--- src/rtl/strb_bus_master.sv ---
// strb_bus_master
//   Initiator for the 5-bit address + strobe register/direction select bus.
//   Requests arrive on a valid/ready port and wait in a small FIFO. Each one
//   is then played onto the bus as a setup / strobe / hold sequence, so the
//   decoder always sees a stable address around a clean strobe pulse.
//
// Handshake: a request is taken on any rising clk edge where
//   req_valid && req_ready. req_ready depends only on the FIFO level (it is
//   high whenever the FIFO is not full) and never combinationally on req_valid.
//
// Ports
//   clk, rst     : single clock, synchronous active-high reset
//   req_valid    : request present
//   req_ready    : FIFO not full
//   req_addr[4:0]: bus address (bit 4 bank select, bits 3:0 index), passed through unaltered
//   bus_addr[4:0]: registered address to the decoder
//   bus_strb     : registered strobe to the decoder
//   busy         : FSM not IDLE or FIFO not empty
//   done         : one-cycle pulse on the final cycle of each transaction
//   fifo_level   : current FIFO occupancy
//
// Optional build macro STRB_BUS_MASTER_TXCNT_EN adds:
//   cnt_clr      : synchronous clear of tx_count (wins over an increment)
//   tx_count[15:0]: wrapping count of done pulses
module strb_bus_master #(
  parameter int SETUP_CYC  = 1,
  parameter int STROBE_CYC = 2,
  parameter int HOLD_CYC   = 1,
  parameter int FIFO_DEPTH = 4
) (
  input  logic                        clk,
  input  logic                        rst,
  input  logic                        req_valid,
  output logic                        req_ready,
  input  logic [4:0]                  req_addr,
  output logic [4:0]                  bus_addr,
  output logic                        bus_strb,
  output logic                        busy,
  output logic                        done,
  output logic [$clog2(FIFO_DEPTH):0] fifo_level
`ifdef STRB_BUS_MASTER_TXCNT_EN
  ,
  input  logic                        cnt_clr,
  output logic [15:0]                 tx_count
`endif
);

  localparam int AW = $clog2(FIFO_DEPTH);
  localparam int LW = AW + 1;
  localparam logic [LW-1:0] FULL_LEVEL = LW'(FIFO_DEPTH);

  // Terminal counts for each timed phase. HOLD_LAST is unused when HOLD_CYC=0.
  localparam logic [7:0] SETUP_LAST  = 8'(SETUP_CYC - 1);
  localparam logic [7:0] STROBE_LAST = 8'(STROBE_CYC - 1);
  localparam logic [7:0] HOLD_LAST   = 8'(HOLD_CYC - 1);

  typedef enum logic [1:0] {IDLE, SETUP, STROBE, HOLD} state_t;

  state_t        state;
  logic [7:0]    cnt;
  logic [4:0]    mem [FIFO_DEPTH];
  logic [AW-1:0] wr_ptr;
  logic [AW-1:0] rd_ptr;
  logic [LW-1:0] level;
  logic          push;
  logic          pop;

  assign req_ready  = (level != FULL_LEVEL);
  assign push       = req_valid && req_ready;
  assign pop        = (state == IDLE) && (level != '0);
  assign fifo_level = level;
  assign busy       = (state != IDLE) || (level != '0);

  // FIFO storage; contents need no reset since level gates every read.
  always_ff @(posedge clk) begin
    if (push) mem[wr_ptr] <= req_addr;
  end

  // FIFO pointers and level. Depth is a power of two, so pointers wrap naturally.
  always_ff @(posedge clk) begin
    if (rst) begin
      wr_ptr <= '0;
      rd_ptr <= '0;
      level  <= '0;
    end else begin
      if (push) wr_ptr <= wr_ptr + 1'b1;
      if (pop)  rd_ptr <= rd_ptr + 1'b1;
      case ({push, pop})
        2'b10:   level <= level + 1'b1;
        2'b01:   level <= level - 1'b1;
        default: level <= level;
      endcase
    end
  end

  // Sequencer. done is registered, so it is raised on the edge that enters
  // the final cycle of the transaction (last strobe cycle when HOLD_CYC=0,
  // otherwise last hold cycle).
  always_ff @(posedge clk) begin
    if (rst) begin
      state    <= IDLE;
      cnt      <= '0;
      bus_addr <= '0;
      bus_strb <= 1'b0;
      done     <= 1'b0;
    end else begin
      done <= 1'b0;
      case (state)
        IDLE: begin
          if (pop) begin
            bus_addr <= mem[rd_ptr];
            cnt      <= '0;
            state    <= SETUP;
          end
        end
        SETUP: begin
          if (cnt == SETUP_LAST) begin
            cnt      <= '0;
            state    <= STROBE;
            bus_strb <= 1'b1;
            done     <= (STROBE_CYC == 1) && (HOLD_CYC == 0);
          end else begin
            cnt <= cnt + 8'd1;
          end
        end
        STROBE: begin
          if (cnt == STROBE_LAST) begin
            cnt      <= '0;
            bus_strb <= 1'b0;
            if (HOLD_CYC == 0) begin
              state <= IDLE;
            end else begin
              state <= HOLD;
              done  <= (HOLD_CYC == 1);
            end
          end else begin
            cnt  <= cnt + 8'd1;
            done <= (HOLD_CYC == 0) && (cnt + 8'd1 == STROBE_LAST);
          end
        end
        HOLD: begin
          if (cnt == HOLD_LAST) begin
            cnt   <= '0;
            state <= IDLE;
          end else begin
            cnt  <= cnt + 8'd1;
            done <= (cnt + 8'd1 == HOLD_LAST);
          end
        end
        default: begin
          state    <= IDLE;
          bus_strb <= 1'b0;
        end
      endcase
    end
  end

`ifdef STRB_BUS_MASTER_TXCNT_EN
  always_ff @(posedge clk) begin
    if (rst || cnt_clr) tx_count <= '0;
    else if (done)      tx_count <= tx_count + 16'd1;
  end
`endif

endmodule

--- config.mk ---
export PLATFORM = sky130hd
export DESIGN_NAME = strb_bus_master
export DESIGN_NICKNAME = d
export VERILOG_FILES = /design/src/rtl/strb_bus_master.sv
export SDC_FILE = /design/constraint.sdc
export NUM_CORES = 1
export LEC_CHECK = 0
export ABC_AREA = 1
export ABC_CLOCK_PERIOD_IN_PS = 3800
export CORE_ASPECT_RATIO = 0.7
export CORE_UTILIZATION = 64
export CTS_BUF_LIST = sky130_fd_sc_hd__clkbuf_4 sky130_fd_sc_hd__clkbuf_8
export DETAILED_ROUTE_END_ITERATION = 10
export PLACE_DENSITY = 0.93
export SLEW_MARGIN = 20
export SYNTH_ARGS = -nofsm -noshare
export SYNTH_HDL_FRONTEND = slang
export SYNTH_SLANG_ARGS = --single-unit
--- constraint.sdc ---
create_clock -name clk -period 3.8 [get_ports clk]
set_input_delay 0.57 -clock clk [delete_from_list [all_inputs] [get_ports clk]]
set_output_delay 0.57 -clock clk [all_outputs]
set_load 0.05 [all_outputs]
=== Word-level counts from Yosys, hierarchy flattened ===
Memories as Yosys holds them, arrays and structs flattened. A register that Yosys moved wholly into a read port is not among the register bits.
Index checks and enable logic that the tools add are counted.

* Add/subtract/negate cells: 5
* Equality and inequality tests: 11
* Mux-type cells: 18
* Reductions and logical operators: 14

{| class="wikitable"
|+ Operators by type and width
! kind !! number
|-
| $mux 8 || 3
|-
| $pmux 8 s3 || 1
|-
| $logic_not 8->1 || 2
|-
| $add 8x1->8 const B || 1
|-
| $eq 8x1->1 const B || 1
|-
| $mux 2 || 4
|-
| $ne 2x2->1 const B || 4
|-
| $pmux 2 s4 || 1
|-
| $eq 2x2->1 const B || 3
|-
| $mux 1 || 6
|-
| $pmux 3 s2 || 1
|-
| $reduce_bool 2->1 || 3
|-
| $add 2x1->2 const B || 2
|-
| $eq 2x1->1 const B || 2
|-
| $pmux 1 s2 || 2
|-
| $reduce_and 4->1 || 1
|-
| $add 3x1->3 const B || 1
|-
| $ne 3x3->1 const B || 1
|-
| $reduce_and 3->1 || 1
|-
| $reduce_bool 3->1 || 1
|-
| $sub 3x1->3 const B || 1
|-
| $logic_and 1x1->1 || 2
|-
| $logic_not 2->1 || 1
|-
| $reduce_and 2->1 || 1
|-
| other kinds (2) || 2
|}

* Register bits: 19
* RAM bits: 20
* Bits of input ports: 8
* Output and inout bits: 12
* Word-level logic and storage cells: 56
* Memories: 1

{| class="wikitable"
|+ Memories
! memory !! depth !! width !! read ports !! clocked after Yosys merged registers in !! wr ports !! line !! RTL
|-
| mem || 4 || 5 || 1 || 1 || 1 || 61 || <nowiki>logic [4:0] mem [FIFO_DEPTH];</nowiki>
|}

=== Logic depth before layout (Yosys ltp) ===
* Depth in word-level cells: 4
* Mapped depth: 12
* Gate-level depth less buffers: 11

=== Worst setup path before layout ===
OpenSTA, ideal clock, no wires.

* Path type: reg-to-reg
* From: register level[2] (netlist: fifo_level[2])
* To: register level[2] (netlist: fifo_level[2])
* Library setup time: 0.122 ns
* Data arrival time: 2.397 ns
* Path slack: 1.280 ns
* Stages on the path, launching flop included: 10
* Clock period less this slack: 2.520 ns
* Cell sequence: dfxtp_1 -> nand2_1 -> nand2_1 -> ha_1 -> inv_1 -> fa_1 -> a21oi_1 -> o21ai_0 -> o21ai_0 -> a21oi_1

* Cells in the longest elaborated chain, start to end: 4

{| class="wikitable"
|+ RTL lines
! item !! line !! RTL
|-
| start: declaration || 64 || <nowiki>logic [LW-1:0] level;</nowiki>
|-
| start signal: assignment || 89 || <nowiki>2'b10: level <= level + 1'b1;</nowiki>
|-
| start signal: assignment || 90 || <nowiki>2'b01: level <= level - 1'b1;</nowiki>
|-
| start signal: assignment || 91 || <nowiki>default: level <= level;</nowiki>
|-
| $ne 3x3->1 (*) || 68 || <nowiki>assign req_ready = (level != FULL_LEVEL);</nowiki>
|-
| via req_ready || 34 || <nowiki>output logic req_ready,</nowiki>
|-
| $logic_and 1x1->1 (*) || 69 || <nowiki>assign push = req_valid && req_ready;</nowiki>
|-
| $eq 2x1->1 or $eq 2x2->1 (tied branches) || 88 || <nowiki>case ({push, pop})</nowiki>
|-
| $pmux 3 s2 or $reduce_bool 2->1 (tied branches) || - ||
|}

The timed path passes the listed nets; every way through them passes the cells marked *.
A chain may end at the register's enable or synchronous reset.

=== Worst setup path in the final report ===
* From: register state[1]
* To: output busy

* Cells in the longest elaborated chain, start to end: 2

{| class="wikitable"
|+ RTL lines
! item !! line !! RTL
|-
| start: declaration || 59 || <nowiki>state_t state;</nowiki>
|-
| start signal: assignment || 101 || <nowiki>state <= IDLE;</nowiki>
|-
| start signal: assignment || 113 || <nowiki>state <= SETUP;</nowiki>
|-
| start signal: assignment || 119 || <nowiki>state <= STROBE;</nowiki>
|-
| $reduce_bool 2->1 || 72 || <nowiki>assign busy = (state != IDLE) || (level != '0);</nowiki>
|-
| $logic_or 1x1->1 || 72 ||
|-
| end: declaration || 38 || <nowiki>output logic busy,</nowiki>
|}

Every way passes these cells.

==> flow_metrics.py <==
metrics = {
    "status": {
        "outcome": "finished, final reports clean",
    },
    "critical_path": {
        "path_common_cell": "inv_2",
        "cpPeakStageDelay_ps": 790,
        "crit_buf_inv": 4,
        "path_class": "flip-flop to output pin",
        "crit_chain": "inv_1, ha_1, inv_2, nor2_4, inv_2, clkdlybuf4s50_1",
        "critical_path_arrival_ps": 2210,
        "cpMaxStageDelayCell": "clkdlybuf4s50_1",
        "path_max_fanout": 9,
        "crit_family": "buffers and inverters",
        "startpoint_type": "flip-flop",
        "crit_required_ps": 3230,
        "endpoint_kind": "output pin",
    },
    "clock_network": {
        "cts.sinks": 44,
        "ctsHoldBuffers": 0,
        "postCtsSetupRepairBufs": 0,
        "htree_num_levels": 2,
        "root_buffer": "clkbuf_8",
        "worstSkewPairLatency_ps": 290,
        "cts_tree": "yes",
        "cts_buffer_depth": 2,
        "postCtsResizedCells": 0,
        "cts_buffers": 5,
        "path_clk_slew_ps": 80,
    },
    "yosys": {
        "synth_area_leaders": "edfxtp_1, dfxtp_1, nor2_1",
        "yosysWarnings": 0,
        "synth_nets": 278,
        "synth.distinct_cells": 27,
        "yosys.area.top_type_share_pct": 27.20,
        "netlist_instances": 256,
        "ys_seq_elements": 44,
        "syn_avg_cell_area_sq_um": 8.626,
        "yosysTopAreaCell": "edfxtp_1",
        "synth_edf_count": 20,
        "seq_area_frac_synth_pct": 48.95,
        "synth_ff_type": "dfxtp_1",
        "async_flop_share_pct": 0,
        "synthesis.area_sq_um": 2208,
    },
    "drt": {
        "finalWirelength_microns": 4905,
        "routed_via_density": 5.657,
        "vias": 1833,
        "wire_per_inst_microns": 15.14,
        "ant_nets": 0,
        "dr.pass1.iters": 4,
        "drtIter0Drc": 196,
        "drt_drc_violations_left": 0,
    },
    "placed_design": {
        "port_buffers": 19,
        "placed_area_sq_um": 2422,
        "dp_hpwl_microns": 3322,
        "dp_cells": 316,
        "place.gp.congestion": 0.8999,
    },
    "timing": {
        "tns_ps": 0,
        "slew_violations": 0,
        "period_minus_slack_ps": 2780,
        "hold_violations": 0,
        "setup_viol": 0,
        "slew_headroom_pct": 62.29,
        "finalCritPeriodShare_pct": 73.15,
        "worstMarginPinSlew_ps": 563.6,
        "max_freq_mhz": 359.8,
        "rsz0062_at_grt": "false",
        "fin_skew_ps": 5.050,
    },
    "die": {
        "die_x_microns": 72.21,
        "coreArea_sq_um": 3212,
        "ios": 20,
        "start_util_pct": 68.76,
        "dieArea_sq_um": 3693,
        "die_y_microns": 51.15,
        "rows": 17,
    },
    "layout": {
        "final_common_cell": "nor2_1",
        "synthToLayoutAreaGrowth_pct": 14.73,
        "final_area_sq_um": 2534,
        "stdcell_count": 324,
        "fillers": 224,
        "drive_above_1_share_pct": 11.91,
        "antenna_cells": 0,
        "nets": 298,
        "final_cell_mix": "nor2_1, nand2_1, inv_1, o21ai_0, dfxtp_1",
    },
    "pwr": {
        "ir_drop_mv": 0.4806,
        "p_sw_w": 0.0008398,
        "power_density_nw_per_um2": 750.0,
        "seq_power_share_pct": 35.1,
        "switching_share_pct": 44.20,
        "p_clk_share_pct": 18.7,
        "p_leak_nw": 0.9510,
        "power.internal_w": 0.001060,
        "pwr-share-comb_pct": 46.2,
    },
    "grt": {
        "grt_max_degree": 17,
        "grt_pass1_vias": 1651,
        "grt_usage_pct": 29.83,
        "overflow": 0,
        "antenna_found_initial": 0,
        "grt_pass1_wl_microns": 7907,
    },
    "hold_path": {
        "hp-class": "flip-flop to flip-flop",
    },
    "job": {
        "maxCapViolCount": 0,
    },
}
## kinds of logic (layout without fill, tap and decap cells)
family                     Yosys count  after routing  synth area share [%]
DFF                                 44             44                 48.95
adders and majority gates           14             14                 8.272
buffers and inverters               37             58                 6.855
and+or+nand+nor                    104            104                 20.91
AOI/OAI and AO/OA                   57             57                 15.01
## worst register-to-register path, cell delays in order (launching register included)
cell and delay (ps):
dfxtp_1 360, inv_1 130, ha_1 290, nand2_1 110
inv_1 270, ha_1 220, inv_1 80, fa_1 390
a21oi_1 150, o21ai_0 150, o21ai_0 280, a21oi_1 100
## power groups by stage
| stage | clock network, W | registers [W] | logic [W] |
|---|---|---|---|
| 2_1_floorplan | 0 | 0.000790 | 0.000495 |
| 3_3_place_gp | 0 | 0.000663 | 0.000820 |
| 3_5_place_dp | 0 | 0.000670 | 0.000851 |
| 4_1_cts | 0.000361 | 0.000663 | 0.000871 |
| 5_1_grt | 0.000380 | 0.000674 | 0.000962 |
| 6_report | 0.000355 | 0.000666 | 0.000879 |
## state kept, by name, summed over array words and instances, names as in the netlist
name	flops
rd_ptr	2
fifo_level	3
bus_addr	5
done	1
wr_ptr	2
mem	20
state	2
cnt	8
bus_strb	1
## per-layer routing
metal | GRT usage (%) | vias up | share of wire [%]
li1 | - | 880 | -
met1 | 40.80 | 842 | 43
met2 | 47.04 | 99 | 46
met3 | 8.087 | 12 | 9.4
met4 | 8.170 | 0 | 1.6
met5 | 0 | - | 0
## cell type report
class / count / area (sq um) / area share (%)
clock inverters: 2 / 35.03 / 1.383
repair buffers: 19 / 190.2 / 7.506
flip-flops and latches: 44 / 1081 / 42.67
multi-input cells: 175 / 975.9 / 38.52
clock buffers: 6 / 76.32 / 3.012
well taps: 47 / 58.81 / 2.321
inverters: 31 / 116.4 / 4.593
## cells in the mapped netlist, drive strengths merged, types with 2 or more instances
cell / number
nand3: 6
ha: 13
o211ai: 3
inv: 31
nand2: 42
a31oi: 5
o21ai: 29
edfxtp: 20
a21oi: 19
nor2: 52
buf: 5
dfxtp: 24
nand3b: 2
## metrics by stage
step	hold slack [ps]	total power [W]	setup WS (ps)	utilization (%)
finish	464.4	0.001900	1020	78.89
CTS	472.6	0.001895	1029	78.89
floorplan	464.4	0.001285	1280	-
global route	479.1	0.002016	902.6	78.89
global placement	443.5	0.001483	1456	75.42
detailed placement	461.5	0.001520	1340	75.42
## final timing paths
kind | from | to | slack, ps | cells after the start
max | state[1] | busy | 1020 | 6
min | bus_strb | bus_strb | 460 | 2
max reg2reg | state[1] | fifo_level[2] | 1140 | 11
min reg2reg | bus_strb | bus_strb | 460 | 2
Note: power is estimated with default switching activity, not from simulation.
==> RTL change: new RTL, same flow settings <==
Add a define of `STRB_BUS_MASTER_TXCNT_EN`.
--- a/src/rtl/strb_bus_master.sv
+++ b/src/rtl/strb_bus_master.sv
@@ -24,2 +24,4 @@
 //   tx_count[15:0]: wrapping count of done pulses
+`define STRB_BUS_MASTER_TXCNT_EN
+
 module strb_bus_master #(
Ports: changed (added cnt_clr and tx_count); port bits go from 20 to 37. The function was not compared with the original's and may differ.
==> RTL change against the original RTL <==
- routed wire length is 32% higher
- total power increased by 9.0%
- sequential share of layout area fell by 1.5 points
- synthesized cell count grew 32%
- sequential cell count up 16
- area after synthesis rose by 30%
- maximum frequency grew 5.9%
- combinational power decreased by 11%
- via count is 37% higher
- worst setup slack improved by 0.15 ns
- non-clock buffer count rose by 17
- cell area grew 34%
- critical path depth is 2 lower
- clock skew up 0.00065 ns
- critical path type unchanged
- largest cell class unchanged
==> RTL change: results (changes against the original RTL) <==
Global route
  – Maximum number of pins on one net before global-route repair: 16 (-1)
  – Number of global-route vias before repair: 2,299 (+39%)
  – Initial antenna violation count: 0 (unchanged)
  – Wire length of the first global-routing pass: 10,300 um (+30%)
  – Met2 track demand over resource in global routing: 0.471 (+0.000669)
  – Global routing usage on met1: 0.376 (-0.0318)
  – Tot GR Track Use: 0.297 (-0.00154)

Route
  – Amount of wire on met2 after detailed routing: 3030 um (+34%)
  – Routed length on met1: 2840 um (+35%)
  – Detailed-route via count: 2,508 (+37%)
  – Number of detailed-routing iterations run before antenna repair: 8 (+4)
  – Wirelength per Cell: 15.0 um (-1.2%)
  – Starting DRT DRC Count: 232 (+18%)
  – Vias per std cell: 5.78 (+2.1%)

Layout
  – Clock Buffer Count: 11 (+5)
  – Area fraction of clock buffers and clock inverters: 0.0459 (+0.00197)
  – Non-clock buffering overhead: 0.106 (+0.0307)
  – Number of signal-net inverters in the final layout: 36 (+16%)
  – Largest registers: mem: 20 flops, tx_count: 16 flops, cnt: 8 flops
  – Area used by sequential logic in the layout: 0.00140 mm^2 (+30%)
  – Fraction of area in multi-input gates: 0.378 (-0.00716)
  – Count of sequential standard cells: 60 (+36%)
  – Final layout net count: 402 (+35%)
  – Fill cell count: 244 (+8.9%)
  – Buffers excl. clock: 36 (+17)
  – Fraction of final layout cells sized beyond drive strength 1: 0.0864 (-0.0327)
  – Multi-input combinational cell count: 235 (+34%)

Pwr
  – Total leakage power: 1.23 nW (+29%)
  – Worst IR drop on VDD: 0.623 mV (+30%)

Placement
  – Number of buffers inserted by port buffering: 36 (+17)
  – Total half-perimeter wirelength after legalization and detailed placement: 4440 um (+34%)
  – Cell Count Post-Placement: 419 (+33%)
  – GP Congestion: 0.866 (-3.8%)

Timing
  – Max Clock Skew: 0.00570 ns (+0.000646 ns)
  – Remaining max-slew budget at the tightest pin: 0.589 (-0.0339)

Worst setup path
  – Largest fanout on the critical path: 5 (-4)
  – Worst Path Arrival: 2.05 ns (-0.16 ns)
  – Worst reg-to-reg path cell count: 10 (-1)

Clocking
  – Clk_lat worst skew: 0.34 ns (+0.05 ns)
  – Clock edge transition at the registers on the reported setup and hold paths: 0.06 ns (-0.02 ns)
  – Maximum level of the CTS H-tree: 3 (+1)

Synth
  – Post-Synthesis Net Count: 361 (+30%)
  – Netlist cell types: 38 (+41%)
  – Register area share after synthesis: 0.490 (about the same)
  – Gate Count Post-Synth: 337 (+32%)

Hold path
  – Worst hold path depth: 2 (unchanged)

Status
  – Outcome: completed
-- RTL change: cell types whose count changed in the layout (fill, tap and decap cells not counted), sizes merged, moves of 7 or more --
cell / change
clkdlybuf4s50: +17
a21oi: +11
nand3: +18
dfxtp: +16
nor3: +8
nand2: +7
-- RTL change: worst max-delay path: stages, from the launching register on --
cell and delay, ns:
sky130_fd_sc_hd__dfxtp_1 0.36, sky130_fd_sc_hd__inv_1 0.11, sky130_fd_sc_hd__ha_1 0.22, sky130_fd_sc_hd__nand3_1 0.19, sky130_fd_sc_hd__clkdlybuf4s50_1 0.84
-- RTL change: cells by family (layout without fill, tap and decap cells) --
| group | count (synthesis) | count (layout) | synth area share |
|---|---|---|---|
| buffers and inverters | 42 | 87 | 0.0607 |
| and+or+nand+nor | 143 | 143 | 0.229 |
| xor gates and xnor gates | 4 | 4 | 0.0122 |
| adders and majority gates | 15 | 15 | 0.0682 |
| AOI/OAI and AO/OA | 73 | 73 | 0.140 |
| DFF | 60 | 60 | 0.490 |
-- RTL change: path summary, 6_finish.rpt --
check	start	endpoint	slack, ns
worst min-delay path	bus_strb	bus_strb	0.45
worst max register to register	state[0]	fifo_level[2]	1.28
worst max-delay path	state[0]	busy	1.18
worst min register to register	bus_strb	bus_strb	0.45
-- RTL change: metrics by stage --
step | util | area [um^2] | setup WS [ns]
floorplan | - | 2860 | 1.28
CTS | 0.833 | 3410 | 1.20
finish | 0.833 | 3410 | 1.18
detailed placement | 0.795 | 3250 | 1.37
global route | 0.833 | 3410 | 1.11
global placement | 0.795 | 3250 | 1.47
-- RTL change: power by group through the flow --
stage	clock network, mW	logic, mW	registers (mW)
finish	0.472	0.781	0.817
floorplan	0	0.447	0.921
global placement	0	0.733	0.821
detailed placement	0	0.768	0.827
CTS	0.467	0.773	0.815
global route	0.504	0.844	0.825
